[src/rtl/bp_feedback_sched.sv]
// bp_feedback_sched: two-requester branch-feedback scheduler.
// Resolved branches from ports A and B are queued in a small circular FIFO
// and drained one per ready cycle onto a registered BHT update strobe.
// Acceptance is limited by the free space at the start of the cycle, and a
// priority bit arbitrates when only one slot remains and both ports request.
module bp_feedback_sched #(
    parameter int unsigned DEPTH = 4
) (
    input  logic        clk,
    input  logic        rst,
    input  logic        rdy,
    input  logic        a_valid,
    input  logic [31:0] a_pc,
    input  logic        a_tk,
    input  logic        a_mis,
    input  logic        b_valid,
    input  logic [31:0] b_pc,
    input  logic        b_tk,
    input  logic        b_mis,
    output logic        a_ready,
    output logic        b_ready,
    output logic        fb_ena,
    output logic [31:0] fb_pc,
    output logic        fb_tk,
    output logic [31:0] cnt_br,
    output logic [31:0] cnt_mis,
    output logic        full,
    output logic        empty
);

    localparam int unsigned PW = $clog2(DEPTH);
    localparam int unsigned CW = PW + 1;

    typedef enum logic {
        PRIO_A = 1'b0,
        PRIO_B = 1'b1
    } prio_t;

    prio_t            r_prio;
    prio_t            w_prio_nxt;

    logic [PW-1:0]    r_wr_ptr;
    logic [PW-1:0]    r_rd_ptr;
    logic [PW-1:0]    w_wr_b;
    logic [CW-1:0]    r_count;
    logic [CW-1:0]    w_free;

    logic [31:0]      r_mem_pc [DEPTH];
    logic [DEPTH-1:0] r_mem_tk;

    logic             r_fb_ena;
    logic [31:0]      r_fb_pc;
    logic             r_fb_tk;
    logic [31:0]      r_cnt_br;
    logic [31:0]      r_cnt_mis;

    logic             w_a_ready;
    logic             w_b_ready;
    logic             w_acc_a;
    logic             w_acc_b;
    logic             w_pop;
    logic [1:0]       w_n_push;
    logic [1:0]       w_n_mis;

    // Space is judged on the occupancy at cycle start; a pop in the same
    // cycle never frees a slot for a push.
    assign w_free   = CW'(DEPTH) - r_count;

    assign w_acc_a  = a_valid & w_a_ready;
    assign w_acc_b  = b_valid & w_b_ready;
    assign w_pop    = rdy & (r_count != '0);
    assign w_n_push = {1'b0, w_acc_a} + {1'b0, w_acc_b};
    assign w_n_mis  = {1'b0, w_acc_a & a_mis} + {1'b0, w_acc_b & b_mis};

    // B lands right after A when both are taken, otherwise at the write pointer.
    assign w_wr_b   = r_wr_ptr + PW'(w_acc_a);

    // Ready generation and priority update; prio moves only on a contested single slot.
    always_comb begin
        w_a_ready  = 1'b0;
        w_b_ready  = 1'b0;
        w_prio_nxt = r_prio;
        if (!rst && rdy) begin
            if (w_free >= CW'(2)) begin
                w_a_ready = 1'b1;
                w_b_ready = 1'b1;
            end else if (w_free == CW'(1)) begin
                if (a_valid && b_valid) begin
                    if (r_prio == PRIO_A) begin
                        w_a_ready  = 1'b1;
                        w_prio_nxt = PRIO_B;
                    end else begin
                        w_b_ready  = 1'b1;
                        w_prio_nxt = PRIO_A;
                    end
                end else if (b_valid) begin
                    w_b_ready = 1'b1;
                end else begin
                    w_a_ready = 1'b1;
                end
            end
        end
    end

    // Priority state register; returns to A on reset.
    always_ff @(posedge clk) begin
        if (rst) begin
            r_prio <= PRIO_A;
        end else begin
            r_prio <= w_prio_nxt;
        end
    end

    // FIFO storage writes; contents are not reset, the pointers define validity.
    always_ff @(posedge clk) begin
        if (!rst) begin
            if (w_acc_a) begin
                r_mem_pc[r_wr_ptr] <= a_pc;
                r_mem_tk[r_wr_ptr] <= a_tk;
            end
            if (w_acc_b) begin
                r_mem_pc[w_wr_b] <= b_pc;
                r_mem_tk[w_wr_b] <= b_tk;
            end
        end
    end

    // Pointers, occupancy, feedback register and statistics; all frozen while rdy is low.
    always_ff @(posedge clk) begin
        if (rst) begin
            r_wr_ptr  <= '0;
            r_rd_ptr  <= '0;
            r_count   <= '0;
            r_fb_ena  <= 1'b0;
            r_fb_pc   <= '0;
            r_fb_tk   <= 1'b0;
            r_cnt_br  <= '0;
            r_cnt_mis <= '0;
        end else if (rdy) begin
            r_wr_ptr  <= r_wr_ptr + PW'(w_n_push);
            r_rd_ptr  <= r_rd_ptr + PW'(w_pop);
            r_count   <= r_count + CW'(w_n_push) - CW'(w_pop);
            r_cnt_br  <= r_cnt_br + 32'(w_n_push);
            r_cnt_mis <= r_cnt_mis + 32'(w_n_mis);
            if (w_pop) begin
                r_fb_ena <= 1'b1;
                r_fb_pc  <= r_mem_pc[r_rd_ptr];
                r_fb_tk  <= r_mem_tk[r_rd_ptr];
            end else begin
                r_fb_ena <= 1'b0;
            end
        end
    end

    assign a_ready = w_a_ready;
    assign b_ready = w_b_ready;
    assign fb_ena  = r_fb_ena;
    assign fb_pc   = r_fb_pc;
    assign fb_tk   = r_fb_tk;
    assign cnt_br  = r_cnt_br;
    assign cnt_mis = r_cnt_mis;
    assign full    = (r_count == CW'(DEPTH));
    assign empty   = (r_count == '0);

endmodule

[config.mk]
export PLATFORM = sky130hd
export DESIGN_NAME = bp_feedback_sched
export DESIGN_NICKNAME = d
export VERILOG_FILES = /design/src/rtl/bp_feedback_sched.sv
export SDC_FILE = /design/constraint.sdc
export NUM_CORES = 1
export LEC_CHECK = 0
export ABC_CLOCK_PERIOD_IN_PS = 12500
export CORE_MARGIN = 1
export CORE_UTILIZATION = 55
export DETAILED_ROUTE_END_ITERATION = 10
export HOLD_SLACK_MARGIN = 0.1
export PLACE_DENSITY = 0.81
export SLEW_MARGIN = 30
export SYNTH_ARGS = -nofsm -noshare
export SYNTH_HDL_FRONTEND = slang
export SYNTH_SLANG_ARGS = --single-unit
[constraint.sdc]
create_clock -name clk -period 12.5 [get_ports clk]
set_clock_uncertainty 0.2 [all_clocks]
set_input_delay 3.75 -clock clk [delete_from_list [all_inputs] [get_ports clk]]
set_output_delay 3.75 -clock clk [all_outputs]
set_load 0.05 [all_outputs]
==> impl_metrics.yaml, run 1 <==
timing:
  slew_violations: 0
  setup_ws_ps: 2520
  post-route-period-util: 0.798
  fmax_mhz: 100
  tns_ps: 0
  rsz0062_at_grt: "no"
  period_needed_ps: 9980
  hold_viol_final: 0
  slew_headroom: 0.388
  setup_violations: 0
  hold_ws_ps: 254
  worstMarginPinSlew_ps: 916
setup_path:
  crit_start: "rdy"
  r2r_slack_ps: 7820
  arrival_ps: 6030
  end_kind: "output pin"
  r2r-end: "cnt_br[28]$_SDFFE_PP0P_"
  critical_path_class: "in2out"
  crit_required_ps: 8550
  critical_path_peak_fanout: 30
  r2r_cells: 14
  startpoint_type: "primary input"
  r2r_start: "r_count[0]$_SDFFE_PP0P_"
pwr:
  power.density_nw_per_um2: 159
  vdd_drop_max_uv: 119
  power.share.sequential: 0.419
  switching_power_mw: 0.719
  p_clk_frac: 0.310
  p_comb_frac: 0.271
  cell_internal_pwr_mw: 1.54
  power_mw: 2.26
  leakagePower_nw: 4.59
  switching_share: 0.318
routing:
  drc: 0
  antenna_left: 0
  first_pass_iters: 5
  avgViaCountPerCell: 5.96
  vias: 8210
  drt_iter0_drc: 505
  wirelength_mm: 26.8
  wl_per_cell_um: 19.4
die:
  start_util: 0.566
  die_area_um2: 21600
  die_h_um: 147
  die_w_um: 147
  ioPinCount: 175
  core-area_um2: 20400
  rows: 52
logic_synthesis:
  avgSynthCellArea_um2: 12.3
  synthCells: 937
  syn-num-nets: 1028
  synth-seq-cells: 238
  synth_edf_count: 132
  synth_ff_type: "edfxtp_1"
  syn_area_um2: 11600
  async_reset_ff_frac: 0
  yosysWarningCount: 0
  ys_seq_area_frac: 0.527
  yosysUniqueCellTypes: 57
finish:
  synthToLayoutAreaGrowth_pct: 23.2
  drive_above_1_share: 0.212
  fin_nets: 1179
  mostFrequentLayoutCell: "clkdlybuf4s50_1"
  most-common-layout-cells: "173 x clkdlybuf4s50_1, 141 x mux2_2, 132 x edfxtp_1"
  fin_area_um2: 14200
run_status:
  status: "completed"
cts:
  cts_sinks: 238
  numCtsBuffers: 25
  clk_pin_slew_worst_paths_ps: 60
  cts_resized: 0
  cts_root_buf: "clkbuf_16"
  cts_max_level: 1
  clockBufferDepth: 3
  cts_hold_buffers: 0
  clock_latency_ps: 530
  cts_tree: "yes"
  cts_setup_buffers: 0
min_path:
  min-delay-start: "fb_pc[27]$_SDFFE_PP0P_"
  hold_path_class: "reg2reg"
  hold_depth: 2
  min_to: "fb_pc[27]$_SDFFE_PP0P_"
placement:
  dpl-instance-area_um2: 13500
  dp_slack_ps: 2530
  gp_congestion: 0.825
  dp_hpwl_mm: 16.6
  io_buffers: 174
global_route:
  antenna_found_initial: 1
  grt_pass1_vias: 8115
  grt_max_degree: 109
  grt_pass1_wl_mm: 42.7
  grt.total_usage: 0.250
  grt_overflow_total: 0
flow_run:
  cap_viol_max_count: 0
## through the flow
step / std cells / utilization
2_1_floorplan: 937 / -
3_3_place_gp: 1331 / 0.658
3_5_place_dp: 1331 / 0.658
4_1_cts: 1377 / 0.695
5_1_grt: 1378 / 0.697
6_report: 1378 / 0.697
## power groups by stage
stage / registers, mW / clock network (mW) / logic, mW
after global placement: 0.963 / 0 / 0.602
after CTS: 0.950 / 0.705 / 0.617
after floorplan: 1.06 / 0 / 0.323
after global routing: 0.957 / 0.738 / 0.658
final: 0.948 / 0.700 / 0.614
after detailed placement: 0.966 / 0 / 0.613
## registers in the layout, indices dropped and copies added (netlist names)
name      count
r_mem_pc    128
cnt_br       32
cnt_mis      32
fb_pc        32
r_mem_tk      4
r_count       3
r_rd_ptr      2
r_wr_ptr      2
fb_ena        1
fb_tk         1
r_prio        1
## how the worst max path moves through the flow
stage	depth (start not counted)	end	slack, ps
after floorplan	3	b_ready	3540
after detailed placement	5	a_ready	2530
after CTS	5	b_ready	2530
final	5	b_ready	2520
after global placement	5	a_ready	2540
after global routing	5	b_ready	2390
## final cells by class
cell class / instances / area (um^2)
clock buffers: 37 / 681
fillers: 1436 / 6200
well taps: 270 / 338
diodes: 1 / 2.50
clock inverters: 9 / 75.1
inverters: 20 / 75.1
repair buffers: 182 / 1800
flip-flops and latches: 238 / 6090
multi-input cells: 621 / 5170
## layer usage
metal,vias up,wire [um],track usage
met3,45,1720,0.0425
met4,0,548,0.0768
met1,4002,11500,0.328
met5,-,0,0
li1,3858,-,-
met2,305,13000,0.424
## worst max-delay path, stage by stage
cell             delay [ps]
clkdlybuf4s50_1         460
buf_4                   320
nand2_1                 370
a21oi_1                 230
clkdlybuf4s50_1         880
## cells by family after synthesis
| kind of cell | count (synthesis) | share of synthesized area |
|---|---|---|
| muxes | 182 | 0.209 |
| xor gates and xnor gates | 27 | 0.0205 |
| buffers and inverters | 78 | 0.0301 |
| DFF | 238 | 0.527 |
| adders and majority gates | 18 | 0.0214 |
| AOI/OAI and AO/OA | 120 | 0.0676 |
| and+or+nand+nor | 274 | 0.125 |
## cells in the mapped netlist, types with 14 or more instances
cell type	count	area (um^2)
nand4_1	22	138
nor2_1	40	150
dfxtp_1	106	2120
nand3_1	20	100
o31ai_1	22	165
xnor2_1	14	123
mux4_2	33	743
nand2_1	91	342
edfxtp_1	132	3960
inv_1	19	71.3
clkbuf_1	35	131
mux2_2	141	1590
ha_1	15	188
a21oi_1	67	335
or4_1	22	165
No activity file was read; power rests on OpenSTA's default activity.
==> run 2: changes to the inputs <==
--- a/config.mk
+++ b/config.mk
@@ -5,12 +5,12 @@
 export SDC_FILE = /design/constraint.sdc
 export NUM_CORES = 1
 export LEC_CHECK = 0
-export ABC_CLOCK_PERIOD_IN_PS = 12500
+export ABC_CLOCK_PERIOD_IN_PS = 8950
 export CORE_MARGIN = 1
-export CORE_UTILIZATION = 55
+export CORE_UTILIZATION = 49
 export DETAILED_ROUTE_END_ITERATION = 10
 export HOLD_SLACK_MARGIN = 0.1
-export PLACE_DENSITY = 0.81
+export PLACE_DENSITY = 0.76
 export SLEW_MARGIN = 30
 export SYNTH_ARGS = -nofsm -noshare
 export SYNTH_HDL_FRONTEND = slang
==> constraint.sdc (replaced) <==
create_clock -name clk -period 8.95 [get_ports clk]
set_clock_uncertainty 0.2 [all_clocks]
set_input_delay 2.685 -clock clk [delete_from_list [all_inputs] [get_ports clk]]
set_output_delay 2.685 -clock clk [all_outputs]
set_load 0.05 [all_outputs]
==> run 2 against run 1 <==
Clock power up 43%. Via count decreased by 1.1%. First-iteration DRC count rose by 4.6%. Die area is 12% higher. Cell area up 0.87%. Critical path type unchanged.
==> impl_metrics.yaml, run 2 (synthesis results as in run 1) <==
run_status:
  status: "completed"
die:
  start_util: 0.506
  ioPinCount: 175
  die_w_um: 156
  core-area_um2: 22800
  die_h_um: 156
  rows: 55
  die_area_um2: 24200
cts:
  numCtsBuffers: 26
  cts_setup_buffers: 0
  clockBufferDepth: 3
  cts_max_level: 1
  cts_hold_buffers: 0
  cts_root_buf: "clkbuf_16"
  cts_resized: 0
  clock_latency_ps: 540
  cts_tree: "yes"
  clk_pin_slew_worst_paths_ps: 60
  cts_sinks: 238
routing:
  wl_per_cell_um: 18.9
  drt_iter0_drc: 528
  first_pass_iters: 4
  avgViaCountPerCell: 5.70
  vias: 8118
  drc: 0
  wirelength_mm: 27.0
  antenna_left: 0
timing:
  hold_ws_ps: 255
  slew_headroom: 0.371
  setup_ws_ps: 1420
  hold_viol_final: 0
  setup_violations: 0
  tns_ps: 0
  worstMarginPinSlew_ps: 943
  rsz0062_at_grt: "no"
  post-route-period-util: 0.842
  fmax_mhz: 133
  slew_violations: 0
  period_needed_ps: 7530
finish:
  synthToLayoutAreaGrowth_pct: 24.3
  fin_area_um2: 14400
  drive_above_1_share: 0.217
  fin_nets: 1181
  final_cells: 1424
  mostFrequentLayoutCell: "clkdlybuf4s50_1"
  regMostFlops: "r_mem_pc"
  utilization: 0.628
  fill_cells: 1799
  largest_reg_flops: 128
  most-common-layout-cells: "172 x clkdlybuf4s50_1, 141 x mux2_2, 132 x edfxtp_1"
setup_path:
  r2r_start: "r_count[0]$_SDFFE_PP0P_"
  r2r-end: "cnt_br[26]$_SDFFE_PP0P_"
  r2r_slack_ps: 4250
  crit_slowest_cell: "clkdlybuf4s50_1"
  end_kind: "output pin"
  arrival_ps: 4650
  crit_required_ps: 6070
  startpoint_type: "primary input"
  path_cells: "buf_4 > inv_1 > nand2_1 > nor2_1 > clkdlybuf4s50_1"
  cp_top_family: "buffers and inverters"
  critical_path_class: "in2out"
  r2r_cells: 14
  cpPeakStageDelay_ps: 830
  cp_num_buf_inv: 3
  critical_path_peak_fanout: 27
global_route:
  grt_overflow_total: 0
  grt_pass1_wl_mm: 42.5
  grt_max_degree: 85
  grt.total_usage: 0.224
  grt_pass1_vias: 7967
  antenna_found_initial: 3
placement:
  numPlacedInstances: 1374
  dp_slack_ps: 1370
  gp_congestion: 0.862
  dp_hpwl_mm: 17.0
  io_buffers: 174
  dpl-instance-area_um2: 13500
pwr:
  switching_share: 0.316
  p_comb_frac: 0.271
  cell_internal_pwr_mw: 2.18
  p_clk_frac: 0.314
  power.share.sequential: 0.415
  vdd_drop_max_uv: 169
  power_mw: 3.18
  power.density_nw_per_um2: 222
  switching_power_mw: 1.01
  leakagePower_nw: 4.62
flow_run:
  cap_viol_max_count: 0
min_path:
  hold_depth: 2
  min_to: "fb_pc[3]$_SDFFE_PP0P_"
  hold_path_class: "reg2reg"
  min-delay-start: "fb_pc[3]$_SDFFE_PP0P_"
## run 2: cell types whose count changed in the layout (fill, tap and decap cells not counted), sizes merged
cell / change
buf: +2
clkdlybuf4s50: -1
clkinvlp: +1
clkbuf: -6
clkinv: +6
diode: +1
## run 2: power by group through the flow
stage	Sequential [mW]	Combinational [mW]	Clock (mW)
floorplan	1.48	0.452	0
detailed placement	1.35	0.867	0
global route	1.33	0.924	1.06
finish	1.32	0.862	0.999
CTS	1.32	0.871	1.02
global placement	1.34	0.850	0
## run 2: final cells by class
| cell class | count | area [um^2] | area share |
|---|---|---|---|
| sequential | 238 | 6090 | 0.424 |
| multi-input combinational | 621 | 5170 | 0.360 |
| timing repair buffer | 183 | 1820 | 0.127 |
| clock buffer | 31 | 689 | 0.0480 |
| tap | 313 | 392 | 0.0273 |
| clock inverter | 16 | 113 | 0.00784 |
| inverter | 20 | 75.1 | 0.00523 |
| antenna | 2 | 5.00 | 0.000349 |
## run 2: how the worst max path moves through the flow
stage | endpoint | from | cells after the start | slack [ps]
after detailed placement | a_ready | rst | 5 | 1370
after CTS | a_ready | rst | 5 | 1370
after floorplan | b_ready | rst | 3 | 2120
after global placement | a_ready | rst | 5 | 1420
after global routing | a_ready | rst | 5 | 1280
final | a_ready | rst | 5 | 1420
## run 2: tightest hold or removal path: stages, from the launching register on
cell	delay [ps]
dfxtp_1	310
nand2_1	50
a21oi_1	50
## run 2: per-layer routing
| metal | global-route usage | share of wire |
|---|---|---|
| met3 | 0.0450 | 0.057 |
| met5 | 0 | 0.00045 |
| met4 | 0.0542 | 0.016 |
| met2 | 0.386 | 0.49 |
| met1 | 0.288 | 0.44 |
